<file path="config.mk">
export PLATFORM = sky130hd
export DESIGN_NAME = sop_pos_sweep
export DESIGN_NICKNAME = d
export VERILOG_FILES = /design/src/rtl/sop_pos_sweep.sv
export SDC_FILE = /design/constraint.sdc
export NUM_CORES = 1
export LEC_CHECK = 0
export CAP_MARGIN = 20
export CORE_MARGIN = 2
export CORE_UTILIZATION = 51
export CTS_BUF_LIST = sky130_fd_sc_hd__clkbuf_2 sky130_fd_sc_hd__clkbuf_4 sky130_fd_sc_hd__clkbuf_8
export CTS_CLUSTER_DIAMETER = 50
export DETAILED_ROUTE_END_ITERATION = 10
export GPL_TIMING_DRIVEN = 0
export PLACE_DENSITY = 0.85
export RECOVER_POWER = 100
export REMOVE_ABC_BUFFERS = 1
export SLEW_MARGIN = 10
export SYNTH_ARGS = -nofsm -noshare
export SYNTH_HDL_FRONTEND = slang
export SYNTH_SLANG_ARGS = --single-unit
</file>
<file path="constraint.sdc">
create_clock -name clk -period 1.8 [get_ports clk]
set_clock_uncertainty 0.1 [all_clocks]
set_input_delay 0.36 -clock clk [delete_from_list [all_inputs] [get_ports clk]]
set_output_delay 0.36 -clock clk [all_outputs]
set_load 0.02 [all_outputs]
</file>
<file path="src/rtl/sop_pos_sweep.sv">
// Walks every row of an N-input truth table, comparing a SoP mask against a PoS mask.
// Latency: row i on the outputs i+1 cycles after start is accepted; done one cycle after the last row.
// Backpressure: none; a start seen while busy is dropped, never queued.
module sop_pos_sweep #(
    parameter int N = 2
) (
    input  logic              clk,
    input  logic              rst_n,
    input  logic              start,
    input  logic [2**N-1:0]   minterms,
    input  logic [2**N-1:0]   maxterms,
    output logic              busy,
    output logic              valid,
    output logic [N-1:0]      x_vec,
    output logic              sop_s,
    output logic              pos_s,
    output logic              done,
    output logic              equal,
    output logic [N:0]        mismatch_cnt,
    output logic [N-1:0]      first_bad
);

    localparam int          ROWS    = 2**N;
    localparam logic [N-1:0] LAST   = {N{1'b1}};
    localparam logic [N-1:0] IDX_ONE = 1;
    localparam logic [N:0]   CNT_ONE = 1;

    typedef enum logic [1:0] {IDLE, SWEEP, DONE} state_t;

    state_t          state;
    logic [ROWS-1:0] min_q;
    logic [ROWS-1:0] max_q;
    logic            row_bad;
    logic [N:0]      cnt_next;
    logic [N-1:0]    next_idx;

    // Mismatches are counted from the registered row, so the count trails the row by one edge.
    assign row_bad  = valid && (sop_s != pos_s);
    assign cnt_next = row_bad ? mismatch_cnt + CNT_ONE : mismatch_cnt;
    assign next_idx = x_vec + IDX_ONE;

    always_ff @(posedge clk or negedge rst_n) begin
        if (!rst_n) begin
            state        <= IDLE;
            min_q        <= '0;
            max_q        <= '0;
            busy         <= 1'b0;
            valid        <= 1'b0;
            x_vec        <= '0;
            sop_s        <= 1'b0;
            pos_s        <= 1'b0;
            done         <= 1'b0;
            equal        <= 1'b0;
            mismatch_cnt <= '0;
            first_bad    <= '0;
        end else begin
            done         <= 1'b0;
            mismatch_cnt <= cnt_next;
            if (row_bad && mismatch_cnt == '0)
                first_bad <= x_vec;
            case (state)
                IDLE: begin
                    if (start) begin
                        // Row 0 is evaluated straight from the inputs being latched.
                        state        <= SWEEP;
                        busy         <= 1'b1;
                        min_q        <= minterms;
                        max_q        <= maxterms;
                        valid        <= 1'b1;
                        x_vec        <= '0;
                        sop_s        <= minterms[0];
                        pos_s        <= ~maxterms[0];
                        mismatch_cnt <= '0;
                        first_bad    <= '0;
                    end
                end
                SWEEP: begin
                    if (x_vec == LAST) begin
                        state <= DONE;
                        valid <= 1'b0;
                        x_vec <= '0;
                        sop_s <= 1'b0;
                        pos_s <= 1'b0;
                        done  <= 1'b1;
                        equal <= (cnt_next == '0);
                    end else begin
                        x_vec <= next_idx;
                        sop_s <= min_q[next_idx];
                        pos_s <= ~max_q[next_idx];
                    end
                end
                DONE: begin
                    state <= IDLE;
                    busy  <= 1'b0;
                end
                default: state <= IDLE;
            endcase
        end
    end

endmodule
</file>
== Word level (Yosys, flattened, before mapping) ==
Index checks and enable logic that the tools add are counted.
Word-level totals
  output and inout bits: 13
  logic and storage cells: 64
  flip-flop bits (word level): 23
Cells by class
  mux-type cells: 28
  order comparisons: 1
  reductions and logical operators: 13
  eq/ne operators: 6
  bitwise gates (word level): 2
  add/sub/neg operators: 2
Operators by type and width (count)
  2-bit 2-to-1 mux: 7
  1-bit 2-to-1 mux: 10
  2-bit AND reduction: 5
  3-bit 2-to-1 mux: 3
  1-bit case mux with 2 select lines: 4
  2-bit case mux with 2 select lines: 2
  3-bit logical NOT: 2
  1-bit binary-select mux with 2-bit select: 2
  2-bit == test (second input constant): 2
  2-bit inequality test (second input constant): 2
  2-bit nonzero test: 2
  3-bit by 1-bit adder with 3-bit output (second input constant): 1
  2-bit by 3-bit less-than comparator with 1-bit output (second input constant): 1
  3-bit AND reduction: 1
  2-bit by 1-bit adder with 2-bit output (second input constant): 1
  2-bit by 1-bit == test with 1-bit output (second input constant): 1
  1-bit logical AND: 2
  2-bit logical NOT: 1
  1-bit inverter: 2
  1-bit inequality test: 1

== Logic depth before layout (Yosys ltp) ==
Gate-level depths: netlist of the first run.
  depth after elaboration: 6
  gate-level depth with buffers: 5
  gate-level depth less buffers: 5

== Least setup slack after synthesis of the first run ==
Ideal clock, no wire load.
  kind: flip-flop to flip-flop
  from: register x_vec[0]
  to: register sop_s
  data arrival time: 1454 ps
  period minus slack after synthesis: 1680 ps
  setup slack: 120 ps
  required time: 1574 ps
  stages on the path, launching flop included: 4
  cells stage by stage: dfrtp_1 ha_1 mux4_2 a221o_1
On the way
  word-level cells in the longest chain between the ends: 5
  elaborated cells on any way between the ends: 6
  those cells by class: add/sub: 1; eq/ne: 1; mux: 4
RTL lines
  start, declared: RTL line 14  | output logic [N-1:0] x_vec,
  start signal, assigned: RTL line 87  | x_vec <= next_idx;
  2-bit by 1-bit adder with 2-bit output: RTL line 40  | assign next_idx = x_vec + IDX_ONE;
  1-bit binary-select mux with 2-bit select: RTL line 88  | sop_s <= min_q[next_idx];
  1-bit 2-to-1 mux (not written as such): RTL line 88
  1-bit 2-to-1 mux *: RTL line 78  | if (x_vec == LAST) begin
  1-bit case mux with 2 select lines *: RTL line 61  | case (state)
  end signal, assigned: RTL line 71  | sop_s <= minterms[0];
  end signal, assigned: RTL line 88
  end, declared: RTL line 15  | output logic sop_s,
Every way passes the cells marked *; elsewhere a longest branch is shown, timed or not. The select of a mux whose other input is x is not followed.
A chain may end at the register's enable or synchronous reset.

== Worst setup path after layout of the first run ==
  from: register busy
  to: output port busy
RTL lines
  start, declared: RTL line 12  | output logic busy,
  start signal, assigned: RTL line 47  | busy <= 1'b0;
  start signal, assigned: RTL line 66  | busy <= 1'b1;
  start signal, assigned: RTL line 94  | busy <= 1'b0;
No word-level cell between the ends.

==> results.md, run 1 <==
* Arr. time, crit path at 1280 ps
* Row cnt at 16
* Internal power at about 1400 uW
* CTS H-tree depth at 1
* Root Driver: clkbuf_4
* Worst-path cell chain: clkdlybuf4s50_1
* RSZ-0062 raised after global routing: false
* Final Hold Viols at 0
* DP HPWL at ~1400 um
* VDD IR-drop max at 1.18 mV
* Die Y at 49.1 um
* Skew-Pair Late Insertion Delay at 310 ps
* F_max at 575 MHz
* Sequential power share at 0.400
* Commonest non-fill, non-tap cell in the layout: nand2_1
* Startpoint Class: register
* Pre-antenna DRT Iters at 4
* Pleak at 0.000674 uW
* Initial drt markers at 11
* Worst setup margin at 62.0 ps
* Switching Fraction at 0.416
* Slowest-stage cell, CP: clkdlybuf4s50_1
* PwrDens at roughly 1700 nW/um^2
* GR Overflow Total at 0
* P_sw at 969 uW
* Final setup fails at 0
* Clock transition at the registers of the reported paths at 120 ps
* Num CTS Buffers at 3
* Drt wl/cell at between 10 and 15 um
* Initial Utilization at 0.535
* Max Root-Sink Buffers at 2
* Final antenna-violating net count at 0
* Largest net degree at the start of global routing at 24
* Worst-margin pin slew at 784 ps
* Die Span X at 49.1 um
* Commonest non-fill, non-tap cells in the layout: nand2_1, dfrtp_1, clkdlybuf4s50_1
* Relative slew slack at 0.478
* Setup Slack @ Placement at -246 ps
* Yosys reg bits at 23
* Total of max-cap violations at 0
* First-pass GRT wire length at 3560 um
* Number of cells on the worst reg-to-reg path at 3
* Sinks on Clock Net at 23
* Initial antenna violation count at 0
* Hold WS at 291 ps
* Critical path type: reg -> out
* Count of input and output buffers at 23
* Final Cycle Share at 0.966
* Min cycle time layout at 1740 ps
* WP depth at 1
* Top fanout value on the critical path at 2
* Min-Delay Path Class: in -> async
* Total core area at 1940 sq um
* Global placer's final weighted congestion at 0.800
* Ys Warns at 0
* Status: completed
* Clock share of power at 0.109
* NumNets Final at 149
* Vias in the first global route at 797
* Die area at 2410 sq um
* Worst Path Buf+Inv at 1
* Post-Synthesis Cells at 105
* Slowest Stage Delay on Critical Path at roughly 600 ps
* Worst path required time at around 1300 ps
* Comb pwr share at 0.491
* Share of cells above drive strength 1 at 0.0672
* Drc violations at 0
* Mean post-synth cell area at 9.89 sq um
* Unique cell type count in the Yosys netlist at 22
* Io pins at 24
* Total track usage at 0.192
* Pwr Total at 2330 uW
* Max Slew Vio Count at 0
* CTS tree: yes
* Post-Syn Area at 1040 sq um
* Sequential-to-total area share from yosys stat at 0.554
* Vias per inst at 5.02
* Antenna cell count at 0
* Area Overhead vs Synth at 29.4%
* Top delay family on crit path: buffers and inverters
* Crit end category: output pin
* DR vias at just over 800
* WL final at 1950 um
## path summary, 6_finish.rpt
check / start / end / slack (ps)
max: busy / busy / 60
min: rst_n / max_q[1] / 290
max reg2reg: x_vec[0] / sop_s / 90
min reg2reg: max_q[1] / max_q[1] / 380
max in group asynchronous: rst_n / state[0] / 280
min in group clk: max_q[1] / max_q[1] / 380
## Yosys cell counts
cell      instances  share of area
buf_2             2         0.0096
xnor2_1           1         0.0084
nand3_1           6          0.029
nor2_1            3          0.011
xor2_1            3          0.025
mux4_1            1          0.025
dfrtp_1          23           0.55
nor3_1            2         0.0096
ha_1              3          0.036
nand2_1          35           0.13
a221o_1           1         0.0096
mux2i_1           1         0.0096
inv_1             5          0.018
mux4_2            1          0.022
a21oi_1           4          0.019
o221ai_1          1         0.0084
nor2b_1           1         0.0060
nand4b_1          1         0.0084
o21ai_0           5          0.024
nand2b_1          3          0.018
nand3b_1          2          0.014
nor3b_1           1         0.0072
## sequential cells by signal, summed over array words and instances, names as in the netlist, 2 cells and up
signal	count
state	2
first_bad	2
mismatch_cnt	3
min_q	4
x_vec	2
max_q	4
## kinds of logic (layout without fill, tap and decap cells)
| group | count (synthesis) | count (layout) | share of synthesized area |
|---|---|---|---|
| xor+xnor | 4 | 4 | 0.0337 |
| compound gates | 11 | 11 | 0.0614 |
| simple gates | 54 | 54 | 0.230 |
| fa+ha+maj | 3 | 3 | 0.0361 |
| flops | 23 | 23 | 0.554 |
| buf+inv | 7 | 36 | 0.0277 |
| mux | 3 | 3 | 0.0566 |
## power groups by stage
stage | registers, uW | logic, uW | clock network (uW)
after floorplan | 1040 | 636 | 0
after global placement | 931 | 1130 | 0
after detailed placement | 945 | 1170 | 0
after CTS | 931 | 1120 | 257
after global routing | 981 | 1290 | 274
final | 934 | 1140 | 253
## timing repair
action,4_1_cts,5_1_grt
pin swaps,0,1
setup endpoints to repair,8,5
setup buffers,0,3
resized for setup,9,2
hold buffers,0,0
hold endpoints to repair,0,0
## layout make-up
type,instances,area [sq um]
inverter,5,18.8
clock buffer,4,30.0
timing repair buffer,27,240
fill,158,598
sequential,23,576
multi-input combinational,75,445
tap,27,33.8
## through the flow
stage,area (sq um),std cells,setup TNS [ps],util
floorplan,1030,103,0,-
global placement,1290,153,-7630,0.666
detailed placement,1300,153,-2320,0.668
CTS,1320,157,0,0.679
global route,1340,161,0,0.692
finish,1340,161,0,0.692
## metal layers
metal,GRT usage,routed length (um)
met1,0.255,890
met2,0.309,942
met3,0.0399,84
met4,0.0762,35
met5,0,0
(Power assumes the default switching activity.)
==> run 2, diff against run 1 <==
GPL_ROUTABILITY_DRIVEN = 0   (was unset)
REMOVE_ABC_BUFFERS = unset   (was 1)
==> run 2 against run 1 <==
Effect of this change:
- register-to-register slack is essentially flat
- sequential cell count is the same
- via count grew 2.3%
- maximum frequency shrank 0.40%
- worst hold slack gained 32 ps
- first-iteration DRC count grew 45%
==> results.md, run 2 (synthesized netlist as in run 1, its figures left out) <==
* Total core area at 1940 sq um (unchanged)
* Count of input and output buffers at 23 (unchanged)
* Max Slew Vio Count at 0 (unchanged)
* Drc violations at 0 (unchanged)
* F_max at 573 MHz (-0.40%)
* Top Registers: max_q (4), min_q (4), mismatch_cnt (3)
* Max Root-Sink Buffers at 2 (unchanged)
* Worst Path Buf+Inv at 1 (unchanged)
* Util after Layout at 0.682 (-0.00967)
* DR vias at 828 (+2.3%)
* Commonest non-fill, non-tap cells in the layout: nand2_1, dfrtp_1, clkdlybuf4s50_1
* Final Hold Viols at 0 (unchanged)
* Final antenna-violating net count at 0 (unchanged)
* CTS tree: yes
* Slowest-stage cell, CP: clkdlybuf4s50_1
* Filler cell count at 175 (+11%)
* Area Overhead vs Synth at 27.6%
* GR Overflow Total at 0 (unchanged)
* Pre-antenna DRT Iters at 4 (unchanged)
* Switching Fraction at 0.424 (+0.00794)
* Worst path required time at 1340 ps (about the same)
* Area of the multi-input gates at 434 sq um (-2.5%)
* Sinks on Clock Net at 23 (unchanged)
* PwrDens at 1760 nW/um^2 (+1.6%)
* Total track usage at 0.202 (+0.0101)
* Arr. time, crit path at 1280 ps (about the same)
* Die area at 2410 sq um (unchanged)
* CTS H-tree depth at 1 (unchanged)
* Clock transition at the registers of the reported paths at 120 ps (about the same)
* Top delay family on crit path: buffers and inverters
* P_sw at 990 uW (+2.1%)
* Critical path type: reg -> out
* Die Span X at 49.1 um (unchanged)
* Vias per inst at 5.18 (+3.0%)
* Skew-Pair Late Insertion Delay at 320 ps (about the same)
* Pwr Total at 2340 uW (+0.20%)
* VDD IR-drop max at 1.07 mV (-10%)
* Initial Utilization at 0.535 (unchanged)
* Largest net degree at the start of global routing at 24 (unchanged)
* Root Driver: clkbuf_4
* WL final at 2160 um (+11%)
* Relative slew slack at 0.571 (+0.0931)
* Final setup fails at 0 (unchanged)
* Total of max-cap violations at 0 (unchanged)
* WP depth at 1 (unchanged)
* FF/Latch Area at 576 sq um (unchanged)
* Synthesized net count at between 100 and 150
* Io pins at 24 (unchanged)
* Initial drt markers at 16 (+5)
* NumNets Final at 148 (-0.67%)
* Worst-path cell chain: clkdlybuf4s50_1
* Non-Filler Instances at 160 (-0.62%)
* Clock share of power at 0.110 (about the same)
* Final Cycle Share at 0.969 (+0.00388)
* Commonest non-fill, non-tap cell in the layout: nand2_1
* Share of cells above drive strength 1 at 0.0451 (-0.0221)
* Pleak at 0.000665 uW (-1.3%)
* Drt wl/cell at 13.5 um (+12%)
* Top fanout value on the critical path at 2 (unchanged)
* Startpoint Class: register
* Status: completed
* Row cnt at 16 (unchanged)
* Slowest Stage Delay on Critical Path at 600 ps (about the same)
* Worst-margin pin slew at 644 ps (-140 ps)
* Cts hold-fix bufs at 0 (unchanged)
* Antenna cell count at 0 (unchanged)
* Num CTS Buffers at 3 (unchanged)
* RSZ-0062 raised after global routing: false
* Comb pwr share at 0.487 (-0.004)
* DP HPWL at 1570 um (+15%)
* Min cycle time layout at 1740 ps (+6.99 ps)
* Die Y at 49.1 um (unchanged)
* Number of cells on the worst reg-to-reg path at 3 (unchanged)
* Vias in the first global route at 816 (+2.4%)
* Initial antenna violation count at 0 (unchanged)
* Crit end category: output pin
* Sequential power share at 0.403 (+0.003)
* Dpl cells at 155 (+1.3%)
* First-pass GRT wire length at 3710 um (+4.1%)
* Min-Delay Path Class: in -> async
* Internal power at 1350 uW (-1.2%)
-- run 2: cell types whose count changed in the layout (fill, tap and decap cells not counted) --
cell,delta
clkbuf_2,+1
nor3b_1,+1
clkdlybuf4s50_1,+1
buf_4,-3
nor3b_4,-1
-- run 2: power groups by stage --
stage	logic [uW]	clock network, uW	registers, uW
floorplan	647	0	1040
global placement	1140	0	935
detailed placement	1190	0	954
CTS	1140	255	941
global route	1250	285	978
finish	1140	257	941
-- run 2: metrics by stage --
step / area (sq um) / setup TNS (ps) / worst slack, ps / hold slack, ps
floorplan: 1040 / 0 / 120 / -35.6
global placement: 1300 / -52.7 / -13.4 / 356
detailed placement: 1300 / -99.7 / -22.8 / 359
CTS: 1320 / 0 / 49.2 / 388
global route: 1330 / 0 / 1.80 / 356
finish: 1330 / 0 / 55.1 / 323
-- run 2: layer usage --
layer | track usage | part of all wire
met3 | 0.0307 | 0.047
met1 | 0.265 | 0.44
met2 | 0.324 | 0.49
met4 | 0.105 | 0.024
met5 | 0 | 0
-- run 2: area by class of cell --
type | instances | share of cell area
timing repair buffer | 24 | 0.169
multi-input combinational | 75 | 0.328
buffer | 2 | 0.00661
sequential | 23 | 0.434
clock buffer | 4 | 0.0227
tap | 27 | 0.0255
inverter | 5 | 0.0142
-- run 2: what timing repair did --
| action | 4_1_cts | 5_1_grt |
|---|---|---|
| buffers inserted | 0 | 0 |
| endpoints found under the setup margin | 8 | 0 |
| resized for setup | 9 | 0 |
-- run 2: worst paths after layout --
check	from	end	slack (ps)
setup reg to reg	x_vec[0]	sop_s	90
hold / removal	rst_n	first_bad[0]	320
setup / recovery	equal	equal	60
min in group clk	min_q[0]	min_q[0]	390
max in group asynchronous	rst_n	max_q[3]	350
hold reg to reg	min_q[0]	min_q[0]	390
